$ cat src/rtl/mul_seq_pkg.sv
// Shared types and defaults for the sequential shift-add multiplier.
package mul_seq_pkg;

   localparam int WIDTH_DEF = 16;

   typedef enum logic [2:0] {
      IDLE,
      LOAD_A,
      LOAD_B,
      CALC,
      FIN
   } state_t;

endpackage

$ cat src/rtl/mul_seq_ctrl.sv
// Sequencer for mul_seq: walks IDLE -> LOAD_A -> LOAD_B -> CALC* -> FIN and
// emits one-hot datapath strobes.
module mul_seq_ctrl
   import mul_seq_pkg::*;
#(
   parameter int EARLY_TERM = 1
) (
   input  logic clk,
   input  logic rst,
   input  logic start,
   input  logic mplr_zero,
   input  logic cnt_end,
   output logic accept,
   output logic load_a,
   output logic load_b,
   output logic calc,
   output logic fin,
   output logic busy
);

   state_t state, state_nxt;

   always_ff @(posedge clk) begin
      if (rst) state <= IDLE;
      else     state <= state_nxt;
   end

   always_comb begin
      state_nxt = state;
      accept    = 1'b0;
      load_a    = 1'b0;
      load_b    = 1'b0;
      calc      = 1'b0;
      fin       = 1'b0;
      busy      = (state != IDLE);
      unique case (state)
         IDLE: begin
            if (start) begin
               accept    = 1'b1;
               state_nxt = LOAD_A;
            end
         end
         LOAD_A: begin
            load_a    = 1'b1;
            state_nxt = LOAD_B;
         end
         LOAD_B: begin
            load_b    = 1'b1;
            state_nxt = CALC;
         end
         CALC: begin
            calc = 1'b1;
            // mplr_zero looks at the multiplier as it will be after this shift
            if (cnt_end || ((EARLY_TERM != 0) && mplr_zero))
               state_nxt = FIN;
         end
         FIN: begin
            fin       = 1'b1;
            state_nxt = IDLE;
         end
         default: state_nxt = IDLE;
      endcase
   end

endmodule

$ cat src/rtl/mul_seq.sv
// Sequential shift-add multiplier: magnitude datapath with sign fix-up in FIN,
// operands streamed over a shared data_in bus.
module mul_seq
   import mul_seq_pkg::*;
#(
   parameter int WIDTH      = WIDTH_DEF,
   parameter int EARLY_TERM = 1
) (
   input  logic               clk,
   input  logic               rst,
   input  logic               start,
   input  logic               signed_mode,
   input  logic [WIDTH-1:0]   data_in,
   output logic               busy,
   output logic               done,
   output logic [2*WIDTH-1:0] product
);

   localparam int CW = $clog2(WIDTH);

   logic               accept, load_a, load_b, calc, fin;
   logic               smode, sign_a, neg, sign_in;
   logic [WIDTH-1:0]   mplr, mag;
   logic [2*WIDTH-1:0] mcand, acc;
   logic [CW-1:0]      cnt;
   logic               mplr_zero, cnt_end;

   // -2^(WIDTH-1) negates to itself, which read unsigned is the right magnitude
   assign sign_in   = data_in[WIDTH-1] & smode;
   assign mag       = sign_in ? -data_in : data_in;
   assign mplr_zero = (mplr[WIDTH-1:1] == '0);
   assign cnt_end   = (cnt == CW'(WIDTH - 1));

   mul_seq_ctrl #(.EARLY_TERM(EARLY_TERM)) u_ctrl (
      .clk       (clk),
      .rst       (rst),
      .start     (start),
      .mplr_zero (mplr_zero),
      .cnt_end   (cnt_end),
      .accept    (accept),
      .load_a    (load_a),
      .load_b    (load_b),
      .calc      (calc),
      .fin       (fin),
      .busy      (busy)
   );

   always_ff @(posedge clk) begin
      if (rst) begin
         smode   <= 1'b0;
         sign_a  <= 1'b0;
         neg     <= 1'b0;
         mplr    <= '0;
         mcand   <= '0;
         acc     <= '0;
         cnt     <= '0;
         done    <= 1'b0;
         product <= '0;
      end else begin
         if (accept) begin
            smode <= signed_mode;
            done  <= 1'b0;
         end
         if (load_a) begin
            mcand  <= {{WIDTH{1'b0}}, mag};
            sign_a <= sign_in;
         end
         if (load_b) begin
            mplr <= mag;
            neg  <= sign_a ^ sign_in;
            acc  <= '0;
            cnt  <= '0;
         end
         if (calc) begin
            if (mplr[0]) acc <= acc + mcand;
            mcand <= mcand << 1;
            mplr  <= mplr >> 1;
            cnt   <= cnt + 1'b1;
         end
         if (fin) begin
            // negating a zero accumulator yields zero, so no -0 can appear
            product <= neg ? -acc : acc;
            done    <= 1'b1;
         end
      end
   end

endmodule

$ cat config.mk
export PLATFORM = sky130hd
export DESIGN_NAME = mul_seq
export DESIGN_NICKNAME = d
export VERILOG_FILES = /design/src/rtl/mul_seq_pkg.sv /design/src/rtl/mul_seq_ctrl.sv /design/src/rtl/mul_seq.sv
export SDC_FILE = /design/constraint.sdc
export NUM_CORES = 1
export LEC_CHECK = 0
export ABC_AREA = 1
export CORE_MARGIN = 2
export CORE_UTILIZATION = 60
export CTS_CLUSTER_SIZE = 28
export DETAILED_ROUTE_END_ITERATION = 6
export MAX_ROUTING_LAYER = met4
export PLACE_DENSITY = 0.81
export SETUP_SLACK_MARGIN = 0.4
export SKIP_CTS_REPAIR_TIMING = 1
export SLEW_MARGIN = 30
export SYNTH_ARGS = -nofsm -noshare
export SYNTH_HDL_FRONTEND = slang
export SYNTH_SLANG_ARGS = --single-unit
$ cat constraint.sdc
create_clock -name clk -period 2.95 [get_ports clk]
set_input_delay 0.7375 -clock clk [delete_from_list [all_inputs] [get_ports clk]]
set_output_delay 0.7375 -clock clk [all_outputs]
set_load 0.02 [all_outputs]
==> impl_metrics.toml <==
[status]
outcome = "complete, but fails checks"
violations = "DRC"

[synth]
synth_top_area_frac = 0.290
synth_edf_count = 0
ys_seq_area_frac = 0.290
yosys_register_bits = 123
synth_cell_types = 42
synth_area_sq_um = 8500
synth_area_leaders = "dfxtp_1, nand2_1, inv_1"
syn-instance-count = 1402
synth_top_area_cell = "dfxtp_1"
avgSynthCellArea_sq_um = 6.06
async_flop_share = 0
syn-num-nets = 1457
yosys_warnings = 0
synthFlopType = "dfxtp_1"

[worst_hold_path]
worstHoldEndpoint = "done$_SDFFE_PP0P_"
holdCritStartpoint = "done$_SDFFE_PP0P_"
min_path_type = "flip-flop to flip-flop"
hold_path_depth = 2

[global_routing]
grt_overflow = 0
grtUsageTotal = 0.345
antenna_found_initial = 0
grt_max_degree = 74
grt_pass1_wl_um = 39500
grt_pass1_vias = 8302

[drt]
firstDrtPassIters = 7
wl_met1_um = 10200
drc = 17
vias = 8889
wirelength_um = 24600
drt_iter0_markers = 687
ant_nets = 0
dr_wl_met3_um = 1270
drt-vias-per-instance = 5.44
route.met2.wl_um = 12100
top_layer = "met4"
avgRoutedWirePerCell_um = 15.0

[clocking]
cts_tree = "built"
clk_latency_ns = 0.44
clk_path_buf_depth = 2
clock-sinks = 123
htree_num_levels = 4
cts.clk_slew.worst_paths_ns = 0.07
cts-buffers-inserted = 17
cts_root_buffer = "clkbuf_16"

[place]
port_buffers = 53
dp_hpwl_um = 18300
gp_congestion = 0.945
post-place-cells = 1603

[power]
p_int_w = 0.00334
p_leak_nw = 4.79
seqPwrFrac = 0.369
pwr-share-clk = 0.410
combPwrFrac = 0.221
p_sw_frac = 0.346
ir_drop_mv = 0.513
power_switching_w = 0.00177
power_w = 0.00511
power.density_nw_per_um2 = 528

[cells_and_area]
syn_to_final_growth_pct = 14.0
postLayoutCoreUtil = 0.698
nFillCells = 1267
nets = 1497
insertedDiodeCount = 0
drive_gt1_frac = 0.0460
fin_cells = 1635

[setup_path]
reg2reg_from = "mcand[0]$_SDFFE_PP0P_"
cp-start-kind = "flip-flop"
critPathKind = "flip-flop to output port"
path_max_fanout = 4
r2r_end = "acc[28]$_SDFF_PP0_"
rrSetupSlack_ns = 0.68
reg2regPathDepth = 11
required_ns = 2.21
cp.arrival_ns = 1.71
cpPeakStageDelay_ns = 0.56
slowest_stage = "clkdlybuf4s50_1"
worstPathCellList = "nor2_1, nand2_1, clkdlybuf4s50_1"
setup.worst_path.end_class = "output port"

[floorplan]
chipHeight_um = 123
rows = 43
ioPinCount = 54
core-area_sq_um = 13900
die_w_um = 123
start_util = 0.612
dieArea_sq_um = 15100

[sta]
drv_slew = 0
tightest_slew_ns = 0.597
post-route-period-util = 0.831
clock.fmax_mhz = 408
hold_viol = 0
slew_headroom = 0.601
min_period_ns = 2.45
timing.hold.ws_ns = 0.463
fin_skew_ns = 0.00964
grt_setup_unrepaired = "false"
fin_tns_setup_ns = 0
setup_viol = 0

[run]
maxCapViolations = 0
worst max-delay path, delay by kind of cell, from the launching register on:
kind	cells	cell delay, ns
buf+inv	1	0.56
simple gates	2	0.37
flops	1	0.34
per-stage QoR:
stage / area, sq um / setup slack, ns
after global placement: 9110 / 0.529
after floorplan: 8500 / 1.13
after detailed placement: 9110 / 0.499
after CTS: 9690 / 0.489
final: 9690 / 0.499
after global routing: 9690 / 0.445
cell type report:
cell class	instances	area, sq um	share of cell area
multi-input cells	1001	4910	0.507
flip-flops and latches	123	2460	0.254
inverters	232	871	0.0899
repair buffers	67	643	0.0664
clock buffers	17	425	0.0439
well taps	180	225	0.0232
clock inverters	15	154	0.0159
cell families after synthesis:
logic type                 count (synthesis)  share of synthesized area
and+or+nand+nor                          704                      0.342
buffers and inverters                    278                      0.133
xor gates and xnor gates                  35                     0.0361
AOI/OAI and AO/OA                        227                      0.147
adders and majority gates                 35                     0.0524
DFF                                      123                      0.290
layer usage:
metal  vias up  GRT usage
met1      4021      0.383
met4         0      0.175
li1       4536          -
met5         -          -
met3        71     0.0623
met2       261      0.593
state kept, by name (all words and copies together) (netlist names):
name,count
smode,1
mcand,32
sign_a,1
cnt,4
acc,32
mplr,16
neg,1
done,1
product,32
u_ctrl.state,3
placed cells by master (no fill, tap or decap), types with 7 or more instances in the layout:
cell type / instances
o22ai_1: 13
a21oi_1: 107
dfxtp_1: 123
inv_6: 7
buf_4: 13
nand2_1: 414
nor3_1: 17
ha_1: 34
o211ai_1: 10
nor2_1: 145
inv_1: 228
clkbuf_16: 17
o21ai_0: 62
xor2_1: 31
nand3_1: 88
clkdlybuf4s50_1: 52
a31oi_1: 17
nand4_1: 14
power by group through the flow:
stage	clock [W]	combinational [W]	sequential, W
floorplan	0	0.000792	0.00190
global placement	0	0.00108	0.00192
detailed placement	0	0.00110	0.00192
CTS	0.00212	0.00111	0.00188
global route	0.00217	0.00125	0.00190
finish	0.00210	0.00113	0.00189
worst max path at each step:
stage                                            start  slack (ns)  cells after the start                     end
after detailed placement                    data_in[0]        0.50                     13  mcand[10]$_SDFFE_PP0P_
after CTS                 u_ctrl.state[2]$_SDFFE_PP0P_        0.49                      3                    busy
after floorplan                             data_in[0]        1.13                     11  mcand[10]$_SDFFE_PP0P_
after global placement                      data_in[0]        0.53                     13   mplr[10]$_SDFFE_PP0P_
final                     u_ctrl.state[2]$_SDFFE_PP0P_        0.50                      3                    busy
after global routing      u_ctrl.state[2]$_SDFFE_PP0P_        0.45                      3                    busy
Yosys cell counts (2+ instances only):
| cell type | count |
|---|---|
| dfxtp_1 | 123 |
| buf_6 | 5 |
| a31oi_1 | 17 |
| o22ai_1 | 13 |
| nand4_1 | 14 |
| buf_1 | 2 |
| nor2_2 | 2 |
| nor2_1 | 145 |
| inv_2 | 3 |
| xnor2_1 | 4 |
| a21o_1 | 2 |
| nand3_2 | 2 |
| o21ai_0 | 62 |
| or2_2 | 3 |
| inv_1 | 229 |
| nor3_1 | 17 |
| nand2_1 | 414 |
| a21oi_1 | 107 |
| xor2_1 | 31 |
| nand3b_1 | 6 |
| nor4_1 | 4 |
| o211ai_1 | 10 |
| buf_4 | 3 |
| o21ai_2 | 2 |
| clkbuf_1 | 19 |
| buf_2 | 15 |
| o221ai_1 | 5 |
| nand3_1 | 88 |
| nand2_2 | 3 |
| o31ai_1 | 3 |
| o21bai_1 | 4 |
| ha_1 | 34 |
| nor2_4 | 2 |
Note: power is estimated with default switching activity, not from simulation.
